===== config.mk =====
export PLATFORM = sky130hd
export DESIGN_NAME = spi_arbiter
export DESIGN_NICKNAME = d
export VERILOG_FILES = /design/src/rtl/spi_arbiter.sv
export SDC_FILE = /design/constraint.sdc
export NUM_CORES = 1
export LEC_CHECK = 0
export ABC_AREA = 1
export CORE_MARGIN = 2
export CORE_UTILIZATION = 52
export CTS_BUF_LIST = sky130_fd_sc_hd__clkbuf_4 sky130_fd_sc_hd__clkbuf_8
export DETAILED_ROUTE_END_ITERATION = 7
export PLACE_DENSITY = 0.85
export RECOVER_POWER = 100
export SKIP_CTS_REPAIR_TIMING = 1
export SYNTH_ARGS = -nofsm -noshare
export SYNTH_HDL_FRONTEND = slang
export SYNTH_SLANG_ARGS = --single-unit

===== constraint.sdc =====
create_clock -name clk -period 2.13 [get_ports clk]
set_input_delay 0.426 -clock clk [delete_from_list [all_inputs] [get_ports clk]]
set_output_delay 0.426 -clock clk [all_outputs]
set_load 0.02 [all_outputs]

===== src/rtl/spi_arbiter.sv =====
// Two-requester arbiter/sequencer in front of a single CS-framed spi_master.
// Define SPI_ARB_FIXED_PRIO_EN for fixed priority (requester 0 wins); default is round-robin.
module spi_arbiter #(
    parameter int SPI_WIDTH     = 8,
    parameter int GAP_CYCLES    = 4,
    parameter int START_TIMEOUT = 1023
) (
    input  logic                 clk,
    input  logic                 rst_n,
    input  logic                 req0_valid,
    input  logic [1:0]           req0_op,
    input  logic [SPI_WIDTH-1:0] req0_wdata,
    output logic                 req0_ready,
    output logic                 req0_done,
    input  logic                 req1_valid,
    input  logic [1:0]           req1_op,
    input  logic [SPI_WIDTH-1:0] req1_wdata,
    output logic                 req1_ready,
    output logic                 req1_done,
    output logic [SPI_WIDTH-1:0] rsp_rdata,
    output logic                 rsp_err,
    output logic                 spi_wr_cmd,
    output logic                 spi_rd_cmd,
    output logic [SPI_WIDTH-1:0] spi_mosi_data,
    input  logic [SPI_WIDTH-1:0] spi_miso_data,
    input  logic                 spi_cs
);

    typedef enum logic [2:0] {IDLE, ISSUE, XFER, DONE, GAP} state_t;

    localparam logic [15:0] TO_LAST  = 16'(START_TIMEOUT - 1);
    localparam logic [15:0] GAP_LAST = 16'(GAP_CYCLES - 1);

    state_t               state, state_nx;
    logic [15:0]          cnt;
    logic [1:0]           op_q;
    logic [SPI_WIDTH-1:0] wdata_q;
    logic                 owner_q;
    logic [SPI_WIDTH-1:0] rdata_q;
    logic                 err_q;
    logic                 any_valid;
    logic                 winner;
    logic [1:0]           win_op;
    logic [SPI_WIDTH-1:0] win_wdata;

    assign any_valid = req0_valid | req1_valid;
    assign win_op    = winner ? req1_op : req0_op;
    assign win_wdata = winner ? req1_wdata : req0_wdata;

`ifdef SPI_ARB_FIXED_PRIO_EN
    assign winner = !req0_valid;
`else
    logic ptr;

    // The pointed requester wins if valid; otherwise the other one does.
    assign winner = ptr ? req1_valid : !req0_valid;

    always_ff @(posedge clk or negedge rst_n) begin
        if (!rst_n)
            ptr <= 1'b0;
        else if (state == IDLE && any_valid)
            ptr <= !winner;
    end
`endif

    always_ff @(posedge clk or negedge rst_n) begin
        if (!rst_n) begin
            state   <= IDLE;
            cnt     <= '0;
            op_q    <= '0;
            wdata_q <= '0;
            owner_q <= 1'b0;
        end else begin
            state <= state_nx;
            cnt   <= (state_nx != state) ? 16'd0 : cnt + 16'd1;
            if (state == IDLE && any_valid) begin
                op_q    <= win_op;
                wdata_q <= win_wdata;
                owner_q <= winner;
            end
        end
    end

    // Response is captured on the edge into DONE and held until the next one.
    always_ff @(posedge clk or negedge rst_n) begin
        if (!rst_n) begin
            rdata_q <= '0;
            err_q   <= 1'b0;
        end else if (state_nx == DONE && state != DONE) begin
            if (state == XFER) begin
                rdata_q <= op_q[1] ? spi_miso_data : '0;
                err_q   <= 1'b0;
            end else begin
                rdata_q <= '0;
                err_q   <= 1'b1;
            end
        end
    end

    always_comb begin
        state_nx   = state;
        req0_ready = 1'b0;
        req1_ready = 1'b0;
        req0_done  = 1'b0;
        req1_done  = 1'b0;
        spi_wr_cmd = 1'b0;
        spi_rd_cmd = 1'b0;
        case (state)
            IDLE: begin
                if (any_valid) begin
                    req0_ready = !winner;
                    req1_ready = winner;
                    state_nx   = (win_op == 2'b00) ? DONE : ISSUE;
                end
            end
            ISSUE: begin
                spi_wr_cmd = op_q[0];
                spi_rd_cmd = op_q[1];
                if (!spi_cs)
                    state_nx = XFER;
                else if (cnt == TO_LAST)
                    state_nx = DONE;
            end
            XFER: begin
                if (spi_cs)
                    state_nx = DONE;
            end
            DONE: begin
                req0_done = !owner_q;
                req1_done = owner_q;
                state_nx  = GAP;
            end
            GAP: begin
                if (cnt == GAP_LAST)
                    state_nx = IDLE;
            end
            default: state_nx = IDLE;
        endcase
    end

    assign spi_mosi_data = wdata_q;
    assign rsp_rdata     = rdata_q;
    assign rsp_err       = err_q;

endmodule


==> results.sh <==
export IMPL_clk_insertion_delay_late_ns=0.29
export IMPL_path_clk_slew_ns=0.07
export IMPL_initial_core_util=0.5297
export IMPL_power_density_nw_per_um2=1157
export IMPL_die_area_um2=4539
export IMPL_synth_area_leaders="dfrtp_1, nand2_1, nand3_1"
export IMPL_routed_wl_um=4880
export IMPL_synth_top_area_share=0.4793
export IMPL_worstSetupPathType="in2out"
export IMPL_syn_instance_count=257
export IMPL_crit_slowest_cell="clkdlybuf4s50_1"
export IMPL_place_ws_ns=-0.2368
export IMPL_cts_made_buffers=5
export IMPL_yosysSeqAreaShare=0.4793
export IMPL_relSlewSlack=0.3471
export IMPL_yosys_warnings=0
export IMPL_synth_avg_cell_area_um2=8.125
export IMPL_clock_root_buffer="clkbuf_8"
export IMPL_grt_overflow_total=0
export IMPL_cp_start_kind="input port"
export IMPL_fmaxAchievable_mhz=500.6
export IMPL_grt_max_degree=41
export IMPL_final_common_cell="nand2_1"
export IMPL_min_path_type="in2async"
export IMPL_grt_pass1_vias=1758
export IMPL_via_count=1880
export IMPL_ys_seq_elements=40
export IMPL_cp_end_kind="output port"
export IMPL_hold_violations=0
export IMPL_vias_per_cell=4.974
export IMPL_skew_ns=0.007089
export IMPL_placed_area_um2=2796
export IMPL_arrival_ns=1.57
export IMPL_final_max_slew_viol_count=0
export IMPL_dp_hpwl_um=3590
export IMPL_tightest_slew_ns=0.9793
export IMPL_ant_nets=0
export IMPL_worst_slack_ns=0.1323
export IMPL_die_y_um=67.37
export IMPL_mostFrequentLayoutCells="nand2_1, dfrtp_1, clkdlybuf4s50_1"
export IMPL_die_x_um=67.37
export IMPL_ys_types=22
export IMPL_cts_buffer_depth=2
export IMPL_antenna_found_initial=0
export IMPL_status="completed"
export IMPL_setup_viol_count_final=0
export IMPL_fin_nets=363
export IMPL_drive_gt1_frac=0.1220
export IMPL_diodes=0
export IMPL_period_minus_slack_ns=1.998
export IMPL_globalplace_congestion=0.8749
export IMPL_fin_crit_sh=0.9379
export IMPL_crit_chain="clkdlybuf4s50_1, nor2_1, nor2_4, nand2_1, clkinv_1, clkbuf_1"
export IMPL_routedWlPerCell_um=12.91
export IMPL_synthesis_area_um2=2088
export IMPL_grt_pass1_wl_um=7893
export IMPL_grt_use_total=0.2348
export IMPL_coreArea_um2=3943
export IMPL_synth_nets=292
export IMPL_ios=56
export IMPL_io_buffers=55
export IMPL_drc=0
export IMPL_path_max_fanout=4
export IMPL_dr_pass1_iters=4
export IMPL_htree_levels=2
export IMPL_ir_drop_uv=697.4
export IMPL_tns_ns=0
export IMPL_drv_cap=0
export IMPL_yosysTopAreaCell="dfrtp_1"
export IMPL_rows=23
export IMPL_design_area_um2=2769
export IMPL_cts_tree="yes"
export IMPL_clock_sinks=40
export IMPL_drt_iter0_drc=98
export IMPL_max_stage_delay_ns=0.52
export IMPL_crit_required_ns=1.70
export IMPL_p_leak_uw=0.001350
export IMPL_synthToLayoutAreaGrowth_pct=32.59
export IMPL_rsz0062_at_grt="false"
-- worst paths after layout --
kind | start | to | slack, ns | cells past startpoint
worst max-delay path | req0_valid | req0_ready | 0.13 | 6
worst max register to register | state[0]$_DFF_PN0_ | cnt[11]$_DFF_PN0_ | 0.33 | 10
worst min register to register | rsp_rdata[7]$_DFFE_PN0P_ | rsp_rdata[7]$_DFFE_PN0P_ | 0.48 | 2
worst min-delay path | rst_n | cnt[7]$_DFF_PN0_ | 0.37 | 2
min in group clk | rsp_rdata[7]$_DFFE_PN0P_ | rsp_rdata[7]$_DFFE_PN0P_ | 0.48 | 2
max in group asynchronous | rst_n | owner_q$_DFFE_PN0P_ | 1.15 | 2
-- flip-flops by register name (all words and copies together), names as in the netlist --
signal,flops
state,3
spi_mosi_data,8
rsp_err,1
owner_q,1
rsp_rdata,8
cnt,16
ptr,1
op_q,2
-- per-layer routing --
| metal | vias to the layer above | track usage | wire length (um) |
|---|---|---|---|
| met4 | 0 | 0.07143 | 69 |
| li1 | 934 | - | - |
| met1 | 889 | 0.2997 | 2128 |
| met2 | 48 | 0.3874 | 2427 |
| met5 | - | 0 | 0 |
| met3 | 9 | 0.06667 | 256 |
-- worst max-delay path, delay by kind of cell --
| kind | cells | cell delay (ns) |
|---|---|---|
| AND/OR/NAND/NOR | 3 | 0.32 |
| buffers and inverters | 3 | 0.82 |
-- through the flow --
step           std cells  power [uW]    util  hold slack (ns)
5_1_grt              378        3431  0.7023           0.4545
2_1_floorplan        257        2166       -           0.1304
4_1_cts              378        3475  0.7299           0.1019
3_3_place_gp         371        2905  0.7093           0.4116
3_5_place_dp         371        2959  0.7093           0.4142
6_report             378        3203  0.7023           0.3701
-- cell usage after synthesis --
library cell	number
a21oi_1	5
buf_12	1
clkbuf_1	2
clkinv_1	2
dfrtp_1	40
ha_1	2
inv_1	20
inv_2	6
nand2_1	82
nand2_2	4
nand2_4	1
nand3_1	28
nand3_2	3
nand4_1	1
nor2_1	25
nor2_2	3
nor2_4	11
nor3_1	3
o21ai_0	6
or3_1	1
xnor2_1	4
xor2_1	7
-- kinds of logic after synthesis --
| kind of cell | count (synthesis) | share of synthesized area |
|---|---|---|
| AOI/OAI and AO/OA | 11 | 0.02636 |
| xor gates and xnor gates | 11 | 0.04613 |
| adders and majority gates | 2 | 0.01198 |
| buffers and inverters | 31 | 0.06351 |
| DFF | 40 | 0.4793 |
| and+or+nand+nor | 162 | 0.3727 |
-- power by group --
group | internal [uW] | switching, uW | total, uW
Clock | 236 | 256 | 492
Combinational | 628 | 963 | 1590
Sequential | 967 | 152 | 1120
Total | 1830 | 1370 | 3200
-- final cells by class --
cell class,instances,area [um2]
Tap cell,50,62.56
Inverter,28,105.1
Multi-Input combinational cell,186,914.6
Fill cell,302,1174
Timing Repair Buffer,67,604.3
Clock buffer,6,76.32
Clock inverter,1,5.005
Sequential cell,40,1001
(Power assumes the default switching activity.)
